==> src/rtl/countid_action.sv <==
// countid_action: maps a matched rule index (countid) to a configurable action word.
// A one-cycle table read stage feeds a small output FIFO with valid/ready on the
// consumer side. The upstream side has no backpressure, so lookups that find the
// FIFO full (with no pop in the same cycle) are dropped and counted.
module countid_action #(
    parameter int width_count  = 6,
    parameter int width_action = 32,
    parameter int fifo_depth   = 4,
    parameter int width_drop   = 16
) (
    input  logic                            clk,
    input  logic                            reset,
    input  logic                            countid_valid,
    input  logic [width_count-1:0]          countid,
    input  logic                            cfg_wr,
    input  logic [width_count-1:0]          cfg_addr,
    input  logic [width_action-1:0]         cfg_data,
    output logic                            action_valid,
    input  logic                            action_ready,
    output logic [width_count-1:0]          action_countid,
    output logic [width_action-1:0]         action,
    output logic [$clog2(fifo_depth):0]     fifo_count,
    output logic [width_drop-1:0]           drop_count
);

    localparam int ENTRIES = 1 << width_count;
    localparam int AW      = $clog2(fifo_depth);
    localparam int CW      = AW + 1;

    logic [width_action-1:0] table_q [ENTRIES];

    logic                    rd_valid_q;
    logic [width_count-1:0]  rd_countid_q;
    logic [width_action-1:0] rd_data_q;

    logic [width_count-1:0]  mem_id_q   [fifo_depth];
    logic [width_action-1:0] mem_data_q [fifo_depth];

    logic [AW-1:0]           wr_ptr_q, wr_ptr_d;
    logic [AW-1:0]           rd_ptr_q, rd_ptr_d;
    logic [CW-1:0]           count_q, count_d;
    logic [width_drop-1:0]   drop_q, drop_d;

    logic                    full;
    logic                    pop;
    logic                    push;
    logic                    drop;

    // Action table: cleared on reset, written by the configuration port.
    always_ff @(posedge clk or negedge reset) begin
        if (!reset) begin
            for (int i = 0; i < ENTRIES; i++) begin
                table_q[i] <= '0;
            end
        end else if (cfg_wr) begin
            table_q[cfg_addr] <= cfg_data;
        end
    end

    // Lookup stage: the read sees the table before any same-cycle write lands.
    always_ff @(posedge clk or negedge reset) begin
        if (!reset) begin
            rd_valid_q   <= 1'b0;
            rd_countid_q <= '0;
            rd_data_q    <= '0;
        end else begin
            rd_valid_q <= countid_valid;
            if (countid_valid) begin
                rd_countid_q <= countid;
                rd_data_q    <= table_q[countid];
            end
        end
    end

    // FIFO control: a full FIFO still accepts a push when the head leaves in the same cycle.
    always_comb begin
        pop      = action_valid && action_ready;
        full     = (count_q == CW'(fifo_depth));
        push     = rd_valid_q && (!full || pop);
        drop     = rd_valid_q && full && !pop;
        wr_ptr_d = push ? wr_ptr_q + AW'(1) : wr_ptr_q;
        rd_ptr_d = pop  ? rd_ptr_q + AW'(1) : rd_ptr_q;
        count_d  = count_q;
        if (push && !pop) begin
            count_d = count_q + CW'(1);
        end else if (pop && !push) begin
            count_d = count_q - CW'(1);
        end
        drop_d = drop_q;
        if (drop && (drop_q != {width_drop{1'b1}})) begin
            drop_d = drop_q + width_drop'(1);
        end
    end

    // FIFO pointers, occupancy and saturating drop counter.
    always_ff @(posedge clk or negedge reset) begin
        if (!reset) begin
            wr_ptr_q <= '0;
            rd_ptr_q <= '0;
            count_q  <= '0;
            drop_q   <= '0;
        end else begin
            wr_ptr_q <= wr_ptr_d;
            rd_ptr_q <= rd_ptr_d;
            count_q  <= count_d;
            drop_q   <= drop_d;
        end
    end

    // FIFO storage; contents need no reset because the outputs are gated by occupancy.
    always_ff @(posedge clk) begin
        if (push) begin
            mem_id_q[wr_ptr_q]   <= rd_countid_q;
            mem_data_q[wr_ptr_q] <= rd_data_q;
        end
    end

    // Present the head entry, forced to zero while the FIFO is empty.
    always_comb begin
        action_valid   = (count_q != '0);
        action_countid = action_valid ? mem_id_q[rd_ptr_q]   : '0;
        action         = action_valid ? mem_data_q[rd_ptr_q] : '0;
        fifo_count     = count_q;
        drop_count     = drop_q;
    end

endmodule
==> config.mk <==
export PLATFORM = sky130hd
export DESIGN_NAME = countid_action
export DESIGN_NICKNAME = d
export VERILOG_FILES = /design/src/rtl/countid_action.sv
export SDC_FILE = /design/constraint.sdc
export NUM_CORES = 2
export LEC_CHECK = 0
export CELL_PAD_IN_SITES_DETAIL_PLACEMENT = 1
export CELL_PAD_IN_SITES_GLOBAL_PLACEMENT = 1
export CORE_UTILIZATION = 58
export CTS_BUF_LIST = sky130_fd_sc_hd__clkbuf_16
export CTS_CLUSTER_SIZE = 40
export DETAILED_ROUTE_END_ITERATION = 12
export HOLD_SLACK_MARGIN = 0.08
export PLACE_DENSITY_LB_ADDON = 0.12
export SLEW_MARGIN = 20
export SYNTH_ARGS = -nofsm -noshare
export SYNTH_HDL_FRONTEND = slang
export SYNTH_SLANG_ARGS = --single-unit
==> constraint.sdc <==
create_clock -name clk -period 6.18 [get_ports clk]
set_input_delay 1.854 -clock clk [delete_from_list [all_inputs] [get_ports clk]]
set_output_delay 1.854 -clock clk [all_outputs]
set_load 0.02 [all_outputs]
==> out/metrics.cfg <==
[outcome]
status = finished clean

[route]
route.detailed.wl_per_inst_um = 33.2
count_of_tritonroute_iterations_in_the_first_routing_pass = 5
iteration_0_drc_markers = 4991
drt-total-wl_um = 304000
total_via_count_after_detailed_routing = 60604
ant_nets = 0
viasPerCell = 6.63
drc = 0

[sta]
fin_worst_skew_ps = 27.2
setup_viol_count_final = 0
final_min_period_over_clock_period_pct = 84.9
timing.final.ws_setup_ps = 934
worst_slew_pin_slew_ps = 1110
timing.fmax_ghz = 0.191
timing.final.max_slew_violations = 0
finalHoldWorstSlack_ps = 482
timing.final.hold_violations = 0
slew_headroom_pct = 25.7
final.min_clock_period_ps = 5250
timing.setup.tns_ps = 0
rsz0062_at_grt = false

[worst_setup_path]
crit-reg2reg-launch = table_q[1135]$_DFFE_PN0P_
worst-endpoint-required_ps = 4330
startpoint = rd_ptr_q[0]$_DFFE_PN0N_
timing.critical_path.fanout_max = 16
crit_path_end = action_countid[5]
timing.critical_path.from_type = flip-flop
timing.reg2reg.setup_slack_ps = 3400
ff2ff_path_depth = 5
crit_path_end_kind = primary output
reg2reg_to = rd_data_q[15]$_DFFE_PN0P_
cp_data_arrival_time_ps = 3390
worst-setup-path-type = flip-flop to primary output

[power]
power.ir.vdd_worst_mv = 0.290
cellPowerDensity_nw_per_um2 = 338
design_power_total_mw = 38.0
total_leakage_power_nw = 51.4

[logic_synthesis]
postSynthAreaPerCell_um2 = 15.2
synth_top_flop_cell = dfrtp_1
synthDominantCellAreaShare_pct = 52.3
post_synth_main_area_contributors = dfrtp_1, mux2_2, mux4_2, edfxtp_1, mux2i_1
distinct_cell_type_count_of_the_synthesized_netlist = 51
post-synth-top-area-cell = dfrtp_1
synth-seq-area-share_pct = 56.8
post_synth_instance_area_um2 = 101000
synthArstFlopShare_pct = 93.3
syn-num-nets = 6692
synth.yosys.warnings = 0
synth_enable_flop_cells = 152
syn-instance-count = 6636
ys_ff_latch = 2262

[floorplan]
die_width_um = 419
pin_count = 107
floorplan.die.height_um = 419
floorplan.die_area_um2 = 176000
placement_rows = 152
floorplan.core_area_um2 = 172000
floorplan.initialDensity_pct = 58.6

[global_route]
gr-total-overflow = 0
vias_in_the_first_global_route = 67072
grt_antenna_before_repair = 11
grt_use_total_pct = 35.5
wire_length_of_the_first_global_routing_pass_um = 458000
use_met3_pct = 5.21
grt_util_met1_pct = 48.2
grt_start_max_net_pins = 141
layer_with_the_highest_usage = met2
grt_util_met2_pct = 57.8

[flow_run]
max_cap_viol_count = 0

[placement]
detailedPlacementHpwl_um = 185000
place_congestion = 0.824
preCtsSetupSlack_ps = 694
numPortBuffers = 106
placedCellCount = 8705

[clocking]
tritoncts.num_buffers = 230
cts.htree.levels = 4
cts_resized = 0
worst_skew_pair.late_latency_ps = 890
cts_tree = done
clkSlewWorstSetupHoldPaths_ps = 60
clock-sinks = 2262
cts_setup_buffers = 0
cts_hold_fix_bufs = 0
largest_buffer_count_on_any_clock_path = 3
clock_tree.root_cell = clkbuf_16

[hold_path]
worst_hold_startpoint = table_q[565]$_DFFE_PN0P_
min-delay-path-class = flip-flop to flip-flop

[cells_and_area]
growth_of_design_area_from_synthesis_to_finish_pct = 11.5
drive_gt1_share_pct = 46.4
final-instance-count-excl-fill = 9134
net_total_in_the_final_layout = 6683

kinds of logic (layout without fill, tap and decap cells):
group	Yosys count	after routing	synth area share [%]
adder cells (fa/ha/maj)	7	7	0.0941
XOR/XNOR	20	20	0.173
buffers and inverters	651	837	2.89
flip-flops	2262	2262	56.8
multiplexers	2733	2733	34.5
AO/OA/AOI/OAI	423	423	2.86
other	0	2	0
AND/OR/NAND/NOR	540	540	2.69
placed cells by master, fill, tap and decap left out, types with 31 or more instances in the layout:
cell type | netlist | layout
edfxtp_1 | 152 | 152
clkinv_2 | 0 | 38
clkbuf_16 | 0 | 233
o211ai_1 | 31 | 31
nor2_1 | 180 | 134
buf_4 | 12 | 260
inv_1 | 4 | 51
nor4_1 | 63 | 60
o32ai_1 | 32 | 32
mux2_1 | 47 | 47
a211oi_1 | 64 | 64
nor2_4 | 0 | 50
mux2i_1 | 256 | 256
mux2_2 | 2039 | 2039
nor2b_1 | 102 | 99
mux4_2 | 390 | 390
buf_12 | 0 | 44
o22ai_1 | 64 | 64
clkdlybuf4s50_1 | 0 | 69
a22oi_1 | 128 | 128
and2_1 | 49 | 44
a21oi_1 | 98 | 97
dfrtp_1 | 2110 | 2108
clkinv_1 | 0 | 69
nand2_1 | 95 | 79
critical path: stages (launching register included):
cell and delay (ps):
dfrtp_2 670, buf_4 410, mux4_2 610, and2_1 190, clkdlybuf4s50_1 620
layout make-up:
type	count	area (µm²)
Inverter	4	15.0
Sequential cell	2262	57400
Tap cell	2310	2890
Clock buffer	233	5830
Fill cell	14962	59700
Multi-Input combinational cell	3723	41200
Clock inverter	194	1550
Timing Repair Buffer	406	3730
Antenna cell	2	5.00
flip-flops by register name (all words and copies together) (netlist names):
register,cells
table_q,2048
fifo_count,3
rd_ptr_q,2
mem_data_q,128
mem_id_q,24
rd_countid_q,6
wr_ptr_q,2
drop_count,16
rd_data_q,32
rd_valid_q,1
power by group:
| part | total [mW] | switching (mW) | internal (mW) |
|---|---|---|---|
| Sequential | 18.3 | 1.24 | 17.1 |
| Clock | 13.7 | 6.02 | 7.72 |
| Combinational | 5.97 | 2.86 | 3.10 |
| Total | 38.0 | 10.1 | 27.9 |
routing by layer:
layer | vias up | share of wire [%]
met2 | 1931 | 49
li1 | 24480 | -
met1 | 33590 | 41
met5 | - | 0
met4 | 0 | 4.4
met3 | 603 | 5.4
synth_stat cells (all sizes together), types with 13 or more instances:
cell type,number
and2,50
mux2,2087
buf,357
nand2,95
mux2i,256
edfxtp,152
nor2b,102
o32ai,32
o211ai,31
a21oi,98
nor2,184
o22ai,64
a22oi,128
mux4,390
a211oi,64
nand3,13
clkbuf,290
dfrtp,2110
nor4,63
per-stage QoR:
| stage | area, µm² | utilization, % |
|---|---|---|
| after floorplan | 101000 | - |
| after global placement | 105000 | 61.0 |
| after CTS | 113000 | 65.3 |
| after detailed placement | 105000 | 61.1 |
| after global routing | 113000 | 65.3 |
| final | 113000 | 65.3 |
worst min-delay path by stage:
stage	endpoint	depth (start not counted)
final	table_q[565]$_DFFE_PN0P_	1
after global routing	table_q[1433]$_DFFE_PN0P_	1
after CTS	table_q[565]$_DFFE_PN0P_	1
after detailed placement	table_q[565]$_DFFE_PN0P_	1
after global placement	table_q[565]$_DFFE_PN0P_	1
after floorplan	table_q[545]$_DFFE_PN0P_	1
No activity file was read; power rests on OpenSTA's default activity.
